$ cat config.mk
export PLATFORM = sky130hd
export DESIGN_NAME = sar_search8
export DESIGN_NICKNAME = d
export VERILOG_FILES = /design/src/rtl/sar_search8.sv
export SDC_FILE = /design/constraint.sdc
export NUM_CORES = 1
export LEC_CHECK = 0
export CORE_UTILIZATION = 35
export CTS_CLUSTER_DIAMETER = 40
export DETAILED_ROUTE_END_ITERATION = 16
export GPL_ROUTABILITY_DRIVEN = 0
export PLACE_DENSITY = 0.59
export SLEW_MARGIN = 40
export SYNTH_ARGS = -nofsm -noshare
export SYNTH_HDL_FRONTEND = slang
export SYNTH_SLANG_ARGS = --single-unit
export TNS_END_PERCENT = 10
$ cat constraint.sdc
create_clock -name Clk -period 1.98 [get_ports Clk]
set_input_delay 0.198 -clock Clk [delete_from_list [all_inputs] [get_ports Clk]]
set_output_delay 0.198 -clock Clk [all_outputs]
set_load 0.02 [all_outputs]
$ cat src/rtl/sar_search8.sv
// Successive-approximation controller: drives Guess into a registered comparator
// and recovers its A-side operand one bit per trial, stopping early on equality.
module sar_search8 #(
    parameter int CMP_LAT = 1
) (
    input  logic       Clk,
    input  logic       Reset,
    input  logic       Start,
    input  logic [2:0] R,
    output logic [7:0] Guess,
    output logic       Busy,
    output logic       Done,
    output logic [7:0] Result,
    output logic       Found,
    output logic [3:0] Trials,
    output logic       Error,
    output logic [1:0] dbg_state
);

    localparam int CW = (CMP_LAT > 1) ? $clog2(CMP_LAT) : 1;
    localparam logic [CW-1:0] WAIT_LAST = CW'(CMP_LAT - 1);

    typedef enum logic [1:0] {
        IDLE = 2'd0,
        WAIT = 2'd1,
        EVAL = 2'd2,
        DONE = 2'd3
    } state_t;

    state_t        state, state_nx;
    logic [2:0]    idx, idx_nx;
    logic [CW-1:0] cnt, cnt_nx;
    logic [7:0]    guess_nx, result_nx, res_new;
    logic [3:0]    trials_nx;
    logic          found_nx, error_nx, finished;

    always_ff @(posedge Clk) begin
        if (Reset) begin
            state  <= IDLE;
            idx    <= 3'd0;
            cnt    <= '0;
            Guess  <= 8'h00;
            Result <= 8'h00;
            Found  <= 1'b0;
            Trials <= 4'd0;
            Error  <= 1'b0;
        end else begin
            state  <= state_nx;
            idx    <= idx_nx;
            cnt    <= cnt_nx;
            Guess  <= guess_nx;
            Result <= result_nx;
            Found  <= found_nx;
            Trials <= trials_nx;
            Error  <= error_nx;
        end
    end

    always_comb begin
        state_nx  = state;
        idx_nx    = idx;
        cnt_nx    = cnt;
        guess_nx  = Guess;
        result_nx = Result;
        found_nx  = Found;
        trials_nx = Trials;
        error_nx  = Error;
        res_new   = Result;
        finished  = 1'b0;
        case (state)
            IDLE: begin
                if (Start) begin
                    guess_nx  = 8'h80;
                    idx_nx    = 3'd7;
                    cnt_nx    = '0;
                    result_nx = 8'h00;
                    found_nx  = 1'b0;
                    error_nx  = 1'b0;
                    trials_nx = 4'd0;
                    state_nx  = WAIT;
                end
            end
            WAIT: begin
                if (cnt == WAIT_LAST) begin
                    cnt_nx   = '0;
                    state_nx = EVAL;
                end else begin
                    cnt_nx = cnt + 1'b1;
                end
            end
            EVAL: begin
                trials_nx = Trials + 4'd1;
                case (R)
                    3'b010: begin
                        res_new  = Guess;
                        found_nx = 1'b1;
                        finished = 1'b1;
                    end
                    3'b100: res_new = Guess;
                    3'b001: res_new = Result;
                    default: begin
                        res_new  = 8'h00;
                        error_nx = 1'b1;
                        finished = 1'b1;
                    end
                endcase
                result_nx = res_new;
                // The last bit has been decided once idx reaches 0, equality or not.
                if (finished || idx == 3'd0) begin
                    guess_nx = 8'h00;
                    state_nx = DONE;
                end else begin
                    idx_nx   = idx - 3'd1;
                    guess_nx = res_new | (8'h01 << (idx - 3'd1));
                    state_nx = WAIT;
                end
            end
            DONE: state_nx = IDLE;
            default: state_nx = IDLE;
        endcase
    end

    assign Busy      = (state == WAIT) || (state == EVAL);
    assign Done      = (state == DONE);
    assign dbg_state = state;

endmodule

==> results.md, run 1 <==
CTS:
- After clock tree synthesis, the clock-pin slew on the worst setup and hold paths is 0.10 ns.
- For the worst-skew pair, the clock arrives at the later sink with an insertion delay of 0.28 ns.
- The number of buffers added by the clock tree synthesis step is 3.
- The buffer cell driving the clock tree root is clkbuf_8.
- The largest buffer count on any clock path is 2.
- The number of post-CTS setup repair buffers is 0.
- Buffers inserted to repair hold after CTS numbered 0.
- The post-cts gate resize count is 0.
- The clock tree from TritonCTS is yes.
- CTS built an H-tree with a depth of 1.
- Counting every sink on the clock net gives 27.

Drt:
- The ratio of routed vias to standard cells is 5.345.
- The detailed router used layers up to and including met4.
- The detail route stage leaves a number of antenna-violating nets equal to 0.
- The DRC violations left is 0.
- The detailed router's first-iteration violation count is 90.
- The first-pass iteration count of the detailed router is 4.
- Detailed routing placed a total of 1.460 mm of wire on met2.
- The final wirelength is 3.097 mm.
- The routed layout has 1240 vias.
- In the final routing, the length of wire on met1 measures 1.467 mm.
- The average wire per standard cell is 13.35 um.
- The sum of met3 wire segment lengths after detailed routing is 117 um.

Pwr:
- The internal power of the cells totals 0.9826 mW.
- The worst vdd rail ir drop is 0.5404 mV.
- Of the total power, combinational logic draws 0.382.
- Of the total power, the share spent switching nets is 0.3609.
- Summed over all cells, the static leakage comes to 0.6324 nW.
- The analysis attributes to net switching a power of 0.5550 mW.
- The overall power consumption is 1.538 mW.
- The portion of total power attributed to sequential cells is 0.410.
- The power per standard cell area is 854.0 mW/mm^2.
- Of the total power, the clock network draws 0.208.

Logic synthesis:
- In this run, distinct cell masters in the synthesized netlist total 37.
- The number of nets handed over by synthesis was 164.
- After synthesis, the most frequently instantiated cells are 27 x dfxtp_1, 19 x nand2_1, 15 x o21ai_1, 10 x ha_1, 10 x nor2_1.
- The compound-gate portion of the synthesized area is 0.2436.
- The most frequent cell after synthesis is dfxtp_1.
- The mapped netlist covers 0.001371 sq mm.
- The fraction of post-synthesis cell area in the top cell type by area is 0.3942.
- The post-synthesis mux area share is 0.03011.
- The cell count after synthesis came out at 148.
- Of the total synthesized cell area, the portion taken by XOR and XNOR cells is 0.03832.
- Averaged over all synthesized cells, the footprint is 9.266 sq um.
- By area, the combinational part of the netlist is dominated by compound AO/OA/AOI/OAI gates.
- After synthesis, the cell types taking the most area are dfxtp_1 39%, ha_1 9.1%, o21ai_1 5.5%.
- The flip-flop cell with the highest count after synthesis is dfxtp_1.
- Of the total synthesized cell area, the portion taken by full adders, half adders and majority gates is 0.09124.
- After synthesis the netlist holds a flip-flop and latch count of 27.
- The number of synthesized flops with an enable pin is 0.
- The share of synthesized cell area in and, or, nand and nor gates is 0.1487.
- In the synthesized netlist the async set-or-reset flop fraction comes to 0.
- Of the synthesized area, sequential elements account for 0.3942.
- The number of warnings printed during yosys synthesis is 0.
- The synthesized design spends more area on one cell type than any other, namely dfxtp_1.

Place:
- The HPWL after detailed placement is 2.291 mm.
- During placement, the flow inserted port buffers numbering 31.
- Summing all placed instances gives a cell area of 0.001754 sq mm.
- The pre-CTS setup slack is 0.1549 ns.

Min path:
- The worst hold path passes through 2 cells.
- The type of the tightest min-delay check is reg2reg.

Timing:
- The worst pin sits at a relative slew slack of 0.6757.
- For the final database, setup skew stands at 0.003684 ns.
- At the pin with the least slew margin, the transition time is 0.4865 ns.
- Once routing completed, OpenROAD measured the worst setup slack at 0.1071 ns.
- The upper clock frequency limit is 533.9 MHz.
- Counting I/O delays and the setup requirement, the final critical path takes 1.873 ns.
- The number of hold violations in the final report came to 0.
- The final number of setup-violating endpoints is 0.
- In the final timing run, aggregate negative setup slack is 0 ns.
- The number of pins with negative max-slew slack in the final report was 0.
- The post-route fraction of the period consumed by the critical path is 0.9459.
- Setup repair after global routing left no endpoint under its margin.

Global route:
- The via count of the first global-routing pass is 1140.
- The combined global-route utilization of all metal layers is 0.1608.
- The initial antenna violation count is 0.
- Summed over all layers, the global routing overflow is 0.
- The global-route wire length before repair is 5.216 mm.
- The pin count of the biggest net entering global routing is 17.

Floorplanning:
- The core region is 0.003716 sq mm.
- Measured along the y axis, the die boundary spans 64.60 um.
- The area of the die is 0.004173 sq mm.
- The initial core utilization is 0.3690.
- The horizontal die dimension is 64.60 um.
- The number of ports placed on the die boundary is 32.
- After floorplanning, the core was divided into 22 placement rows.

Critical path:
- Counting both buffers and inverters, the worst setup path holds a total of 2.
- In this run the worst path has a maximum fanout of 6.
- The worst setup path is captured at a primary output.
- The total stage count of the critical path is 3.
- For the worst setup path, the data arrival time is 1.67 ns.
- On the critical path the largest part of the delay comes from buffers and inverters.
- The worst setup path is launched from a flop.
- The worst register-to-register path has a depth of 6.
- The required time of the critical path is 1.78 ns.
- The startpoint-to-endpoint class of the critical path is reg2out.
- The library cell contributing the largest single delay on the critical path is clkdlybuf4s50_1.
- The signal on the critical path passes through inv_1 -> ha_1 -> clkdlybuf4s50_1.
- The delay of the slowest cell on the worst path is 0.59 ns.

Status:
- The run finished with clean final reports.

Finish:
- The area of the multi-input gates is 757.0 sq um.
- The area growth from synthesis to layout is 31.30%.
- The layout has 364 filler cells.
- 0 antenna diodes ended up in the layout.
- After the last flow step, the layout net total stands at 201.
- In the final layout, the share of cells above drive strength 1 is 0.1087.
- The sequential cells in the finished layout cover a total of 540.5 sq um.
- Once layout is complete, the utilization of the core stands at 0.4845.
- The finished layout cell area is 0.001800 sq mm.

Run:
- The number of max-cap violations is 0.
[state kept, by name, summed over array words and instances, names as in the netlist]
| signal | count |
|---|---|
| Found | 1 |
| dbg_state | 2 |
| Guess | 8 |
| Trials | 4 |
| idx | 3 |
| Result | 8 |
| Error | 1 |
[power by group through the flow]
| stage | sequential (mW) | clock, mW | combinational, mW |
|---|---|---|---|
| after floorplan | 0.665 | 0 | 0.366 |
| after global placement | 0.642 | 0 | 0.579 |
| after global routing | 0.640 | 0.355 | 0.647 |
| final | 0.631 | 0.320 | 0.587 |
| after CTS | 0.631 | 0.328 | 0.591 |
| after detailed placement | 0.642 | 0 | 0.588 |
[worst register-to-register path: stages, from the launching register on]
cell	delay (ns)
dfxtp_1	0.44
inv_1	0.10
ha_1	0.23
nand2b_1	0.25
o21ai_1	0.17
or3_1	0.39
a21oi_1	0.14
[cell families (layout without fill, tap and decap cells)]
logic type,count (synthesis),count (layout)
simple gates,41,41
flops,27,27
fa+ha+maj,10,10
buf+inv,14,50
compound gates,46,46
xor+xnor,6,6
mux,4,4
[routing by layer]
layer	up-vias	global-route usage
met1	595	0.1963
met2	34	0.2776
li1	607	-
met4	0	0.07500
met3	4	0.02113
met5	-	0
[cell type report]
type,count,area share
multi-input cells,107,0.4204
clock inverters,1,0.002780
repair buffers,39,0.2057
well taps,48,0.03336
flip-flops and latches,27,0.3002
inverters,7,0.01459
clock buffers,3,0.02293
[worst paths after layout]
path         slack (ns)  endpoint    startpoint
min                0.46     Error         Error
max                0.11      Busy  dbg_state[1]
max reg2reg        0.21     Error  dbg_state[1]
min reg2reg        0.46     Error         Error
[layout by cell type (no fill, tap or decap), types with 2 or more instances in the layout]
cell / instances
nor2_1: 10
xnor2_1: 2
a222oi_1: 7
ha_1: 10
nand2b_1: 2
clkdlybuf4s50_1: 31
xor2_1: 4
mux2i_1: 3
a21oi_1: 4
dfxtp_1: 27
a311oi_1: 2
o21ai_1: 15
nand2_1: 19
inv_1: 7
and2_1: 2
a22oi_1: 9
clkbuf_8: 3
buf_4: 8
[through the flow]
stage / instances / hold slack (ns)
final: 232 / 0.4642
after detailed placement: 228 / 0.4487
after floorplan: 148 / 0.3552
after global routing: 232 / 0.4874
after global placement: 228 / 0.4445
after CTS: 232 / 0.4643
Power figures use the tool's default switching activity.
==> run 2: changes to the inputs <==
--- a/config.mk
+++ b/config.mk
@@ -11,5 +11,4 @@
 export GPL_ROUTABILITY_DRIVEN = 0
 export PLACE_DENSITY = 0.59
-export SLEW_MARGIN = 40
 export SYNTH_ARGS = -nofsm -noshare
 export SYNTH_HDL_FRONTEND = slang
==> constraint.sdc (replaced) <==
create_clock -name Clk -period 1.98 [get_ports Clk]
set_input_delay 0.297 -clock Clk [delete_from_list [all_inputs] [get_ports Clk]]
set_output_delay 0.297 -clock Clk [all_outputs]
set_load 0.02 [all_outputs]
==> run 2 against run 1 <==
Sequential cell count stayed put. Hold slack got worse by 0.013 ns. Maximum frequency grew 5.5%. Critical endpoint is now Done. Via count fell by 0.73%.
==> results.md, run 2 (synthesized netlist as in run 1, its figures left out) <==
Status:
- The run finished with clean final reports.

Critical path:
- The worst register-to-register path has a depth of 6.
- Traced cell by cell, the critical path runs through ha_1 -> clkdlybuf4s50_1.
- The worst flop-to-flop path startpoint is idx[0].
- The worst setup path is launched from a flop.
- STA puts the critical path data required time at 1.68 ns.
- On the critical path, the stage with the largest delay is an instance of clkdlybuf4s50_1.
- The arrival time at the worst endpoint is 1.48 ns.
- The worst register-to-register path ends at Guess[1].
- Grouping stages by cell kind, the critical path spends the most delay in buffers and inverters.
- The number of buffers and inverters on the critical path is 1.
- The highest net fanout along the worst path is 6.
- In this design, the stage delay of the slowest critical-path cell is 0.60 ns.
- The slack of the worst reg-to-reg path is 0.21 ns.
- STA classifies the critical path endpoint as a primary output.
- The setup path with the least slack is of type reg2out.

Finish:
- 0 antenna diodes ended up in the layout.
- The top cell types in the final layout, fill and taps aside, are 30 x clkdlybuf4s50_1, 27 x dfxtp_1, 19 x nand2_1.
- In the final layout, the share of cells above drive strength 1 is 0.1081.
- Compared with the post-synthesis result, the final layout area differs by 31.66%.
- The most common cell after layout, fill and taps aside is clkdlybuf4s50_1.
- In the final layout, the registers with the most flip-flops are Guess x8, Result x8, Trials x4.
- The finished layout cell area is 0.001805 sq mm.
- The final-stage net count is 202.
- The utilization after layout is 0.4859.

CTS:
- For the worst-skew pair, the clock arrives at the later sink with an insertion delay of 0.27 ns.
- The largest buffer count on any clock path is 2.
- The buffer cell driving the clock tree root is clkbuf_8.
- The clock tree from TritonCTS is yes.
- The number of post-CTS setup repair buffers is 0.
- In this run, CTS created clock tree buffers numbering 3.
- Clock-pin slew was measured on the worst setup and hold paths at 0.09 ns.
- CTS saw 27 sinks.
- The H-tree depth is 1.

Floorplanning:
- In this run the horizontal extent of the chip is 64.60 um.
- The area of the core region is 0.003716 sq mm.
- In this run the core area contains 22 standard-cell rows.
- In this run the count of I/O pins placed on the die edge is 32.
- In this run the vertical extent of the chip is 64.60 um.
- The initial core utilization is 0.3690.
- The area of the die is 0.004173 sq mm.

Drt:
- Dividing the detail-routed via count by the number of cells gives 5.283.
- The wire length on met1 is 1.469 mm.
- After detailed routing, the average wire length per cell comes to 13.15 um.
- The detailed router's first-iteration violation count is 100.
- Once detail routing completed, the nets flagged for antenna violations numbered 0.
- Wire segments on met2 add up to 1.522 mm in the final route.
- In this run the top signal layer used is met3.
- The via count is 1231.
- The final wirelength is 3.065 mm.
- The sum of met3 wire segment lengths after detailed routing is 73 um.
- The first-pass iteration count of the detailed router is 4.
- The DRC violations left is 0.

Global route:
- The pin count of the biggest net entering global routing is 17.
- The initial antenna violation count came to 0.
- The first global-routing pass estimated 5.188 mm of wire.
- The via count of the first global-routing pass came to 1158.
- Summed over all layers, the global routing overflow is 0.
- Across every metal layer, demand over resource in global routing totals 0.1559.

Pwr:
- For this design the ratio of total power to cell area is 849.0 mW/mm^2.
- Summed over all cells, the static leakage comes to 0.6365 nW.
- VDD sags by at most 0.4061 mV.

Place:
- Once placement finished, the instance area stood at 0.001762 sq mm.
- Port buffering added 31 buffers.
- Detailed placement ended at an HPWL of 2.299 mm.

Timing:
- Setup repair after global routing left no endpoint under its margin.
- Based on the critical path, the design can be clocked at up to 563.2 MHz.
- Summed over all failing endpoints, the final setup total negative slack is 0 ns.
- The actual slew at the worst max-slew pin is 0.5148 ns.
- Across all hold checks on the routed design, the worst slack comes to 0.4507 ns.
- The minimum clock period is 1.776 ns.
- The number of pins with negative max-slew slack in the final report is 0.
- The final number of setup-violating endpoints is 0.
- The worst pin sits at a relative slew slack of 0.6568.
- The post-route fraction of the period consumed by the critical path is 0.8967.
- The worst clock skew is 0.001662 ns.
- The number of hold violations in the final report came to 0.

Min path:
- The path class of the tightest hold or removal check is reg2reg.
- Counting instances, the worst hold path has a depth of 2.
- The terminating pin of the worst hold path is Error.
- The source of the worst hold timing path is Error.

Run:
- The number of max-cap violations is 0.
-- run 2: changes by cell type in the layout (fill, tap and decap cells not counted) --
cell | previous run | this run
clkinv_2 | 1 | 0
buf_4 | 8 | 9
clkdlybuf4s50_1 | 31 | 30
clkbuf_1 | 0 | 1
dlygate4sd2_1 | 0 | 1
-- run 2: layer usage --
layer	up-vias	track usage
met1	595	0.1895
met3	0	0.02641
met2	24	0.2882
met5	-	0
li1	612	-
met4	0	0.02500
-- run 2: how the worst max path moves through the flow --
stage	slack, ns	cells past startpoint	startpoint	end
floorplan	0.17	8	dbg_state[0]	Result[1]
CTS	0.19	2	dbg_state[1]	Done
global placement	0.10	5	R[2]	Guess[5]
detailed placement	0.06	5	R[2]	Guess[5]
finish	0.20	2	dbg_state[1]	Done
global route	0.08	6	idx[0]	idx[1]
-- run 2: where the power goes --
group	total, mW	internal (mW)	switching (mW)
Combinational	0.584	0.255	0.328
Sequential	0.631	0.584	0.0472
Clock	0.318	0.144	0.174
-- run 2: cell type report --
cell class	instances	area, sq um
clock buffers	4	45.04
flip-flops and latches	27	540.5
repair buffers	40	376.6
multi-input cells	107	757.0
inverters	7	26.28
well taps	48	60.06
fillers	367	1911
-- run 2: worst min-delay path, cell delays in order, from the launching register on --
cell,delay [ns]
dfxtp_1,0.32
inv_1,0.05
a21oi_1,0.05
-- run 2: through the flow --
step	setup slack (ns)	power [mW]	std cells
after floorplan	0.1688	1.030	148
after global placement	0.1012	1.228	229
after detailed placement	0.06225	1.236	229
after CTS	0.1908	1.547	233
after global routing	0.07934	1.618	233
final	0.2045	1.533	233
-- run 2: timing repair --
action | 4_1_cts | 5_1_grt
hold buffers | 0 | 0
setup endpoints to repair | 1 | 0
gates resized for setup | 1 | 0
==> run 3: changes to the inputs <==
PLACE_DENSITY = 0.62   (was 0.59)
clock period = 1.53 ns   (was 1.98 ns; I/O delays follow)
==> run 3 against run 2 <==
First-iteration DRC count increased by 9.0%. Count of clock-buffer cells in the layout is 1 lower. Critical path type unchanged. Power increased by 49%. Worst setup slack got worse by 0.19 ns.
==> results.md, run 3 (synthesized netlist as in run 1, its figures left out) <==
CTS:
- TritonCTS created 3 clock buffers.
- In this run the number of H-tree levels came out at 1.
- The largest buffer count on any clock path is 2.
- Clock-pin slew was measured on the worst setup and hold paths at 0.09 ns.
- The total clock sinks is 27.
- In this run, post-CTS hold repair placed 0 buffers.
- The buffer cell driving the clock tree root is clkbuf_8.
- The source-to-sink clock delay at the later pin of the worst-skew pair is 0.28 ns.
- The clock tree from TritonCTS is yes.

Drt:
- In the routed design, unresolved DRC markers number 0.
- After detailed routing, the total wire length is 3.406 mm.
- The detailed router finished its first iteration with 109 violations.
- The via count is 1309.
- Before antenna repair, the detailed router went through 6 iterations.
- The average wire per standard cell is 13.85 um.
- After detailed routing, the number of vias per cell comes to 5.321.
- The count of nets left with antenna violations once routing finished came out at 0.

Critical path:
- The required time of the critical path is 1.30 ns.
- Walking the worst path, the cells encountered are clkdlybuf4s50_1.
- The critical path endpoint category is a primary output.
- For this design, the slowest cell found on the critical path is clkdlybuf4s50_1.
- The worst setup path is of the reg2out kind.
- The worst register-to-register path has a setup slack of 0.07 ns.
- The startpoint kind of the worst setup timing path is a flop.
- The gate family responsible for the most delay along the worst path is buffers and inverters.
- In this design, the stage delay of the slowest critical-path cell is 0.62 ns.
- In this run the critical register-to-register path is captured at idx[2].
- The highest net fanout along the worst path is 3.
- The buffering stage count on the worst path with inverters included is 1.
- The worst flop-to-flop path startpoint is idx[0].
- The arrival time at the worst endpoint is 1.28 ns.
- Measured in cells, the most critical reg-to-reg path has a length of 6.

Pwr:
- For this design the total switching power over the nets is 0.8275 mW.
- The overall power consumption is 2.277 mW.
- Of the total power, the share spent switching nets is 0.3635.
- Of the total power, the clock network draws 0.181.
- The internal portion of total power is 1.449 mW.
- In this run the static leakage power is 1.063 nW.
- The combinational cell fraction of total power is 0.463.
- For this design the ratio of total power to cell area is 1082 mW/mm^2.
- The worst vdd rail ir drop is 0.5556 mV.
- The portion of total power attributed to sequential cells is 0.356.

Timing:
- The final number of setup-violating endpoints is 0.
- The least setup slack across all paths after layout is 0.01595 ns.
- The number of pins with negative max-slew slack in the final report is 0.
- Timing would allow up to 660.5 MHz.
- The number of hold violations in the final report was 0.
- Counting I/O delays and the setup requirement, the final critical path takes 1.514 ns.
- The setup TNS is 0 ns.
- At the pin with the least slew margin, the transition time is 0.4284 ns.
- Setup repair after global routing could not meet its margin everywhere.
- Of the available clock period, the critical path in the final layout requires 0.9896.
- In this run the tightest slew margin relative to its limit is 0.7130.
- Clock skew on the completed layout was measured at 0.01037 ns.

Place:
- The number of input and output port buffers inserted is 31.
- The number of placed instances, taps included, is 242.
- The pre-CTS setup slack is -0.3242 ns.
- The HPWL after detailed placement is 2.435 mm.

Global route:
- The initial antenna violation count is 0.
- Across every metal layer, demand over resource in global routing totals 0.1712.
- The first global-routing pass estimated 5.651 mm of wire.
- Entering global routing, the biggest net connects 16 pins.
- The total overflow left after global routing is 0.
- The via count of the first global-routing pass came to 1273.

Finish:
- The library cell used most frequently in the layout, excluding fill and tap cells, is dfxtp_1.
- In the final design database the tool counted 215 nets.
- The area growth from synthesis to layout is 53.38%.
- The number of antenna diodes in the final layout is 0.
- The final instance count without filler cells is 246.
- The footprint of the flip-flops and latches is 550.5 sq um.
- Of the cells placed in the final design, the portion with a size suffix greater than 1 is 0.2778.
- After filler insertion, the fill cell instance count of the layout stands at 349.
- In the final layout, the multi-input gates occupy 890.9 sq um.
- In the final layout, the registers with the most flip-flops are Guess x8, Result x8, Trials x4.
- Leaving out fill and tap cells, the most frequent cells in the layout are 23 x dfxtp_1, 19 x nand2_1, 19 x buf_4.
- The utilization after layout is 0.5660.

Min path:
- The number of instances on the worst hold path is 4.
- The type of the tightest min-delay check is in2reg.
- The path with the worst hold slack has its endpoint at Found.
- The source of the worst hold timing path is R[1].

Floorplanning:
- The horizontal die dimension is 64.60 um.
- The floorplan has 22 rows.
- The die covers 0.004173 sq mm.
- The initial core utilization is 0.3690.
- The chip height is 64.60 um.
- The number of ports placed on the die boundary is 32.
- The area of the core region is 0.003716 sq mm.

Run:
- The number of max-cap violations is 0.

Status:
- The flow ran to the end, and the final reports show no timing, DRC or antenna violations.
==> run 3: metrics by stage <==
stage | hold WS [ns] | instance area (sq um)
floorplan | 0.3867 | 1414
global placement | 0.4499 | 1904
detailed placement | 0.4607 | 1904
CTS | 0.4748 | 1944
global route | 0.4462 | 2103
finish | 0.4039 | 2103
==> run 3: final cells by class <==
cell class                      instances  area share
Timing Repair Buffer                   53      0.2504
Multi-Input combinational cell        107      0.4236
Clock inverter                          1    0.002380
Tap cell                               48     0.02855
Inverter                                7     0.01368
Sequential cell                        27      0.2617
Clock buffer                            3     0.01963
==> run 3: power by group through the flow <==
stage | logic [mW] | clock network (mW) | registers (mW)
2_1_floorplan | 0.514 | 0 | 0.868
4_1_cts | 0.943 | 0.426 | 0.797
3_3_place_gp | 0.936 | 0 | 0.810
6_report | 1.05 | 0.412 | 0.811
3_5_place_dp | 0.954 | 0 | 0.813
5_1_grt | 1.15 | 0.456 | 0.818
==> run 3: worst max-delay path by stage <==
| stage | startpoint | to | slack [ns] | cells past startpoint |
|---|---|---|---|---|
| CTS | idx[0] | idx[1] | -0.03 | 6 |
| floorplan | idx[0] | idx[0] | -0.03 | 6 |
| global placement | R[2] | Error | -0.28 | 5 |
| global route | Result[7] | Result[7] | -0.02 | 1 |
| detailed placement | R[2] | Error | -0.32 | 5 |
| finish | Result[7] | Result[7] | 0.02 | 1 |
==> run 3: repair_timing <==
action / CTS / global route
setup endpoints to repair: 23 / 35
gates resized for setup: 12 / 41
buffers inserted: 0 / 1
pin swaps: 0 / 10
cloned: 0 / 0
==> run 3: layer usage <==
| metal | routed length, um | vias to the layer above | global-route usage |
|---|---|---|---|
| met5 | 0 | - | 0 |
| met4 | 29 | 0 | 0.06389 |
| met3 | 144 | 6 | 0.02641 |
| met2 | 1687 | 38 | 0.3039 |
| met1 | 1544 | 627 | 0.2060 |
| li1 | - | 638 | - |
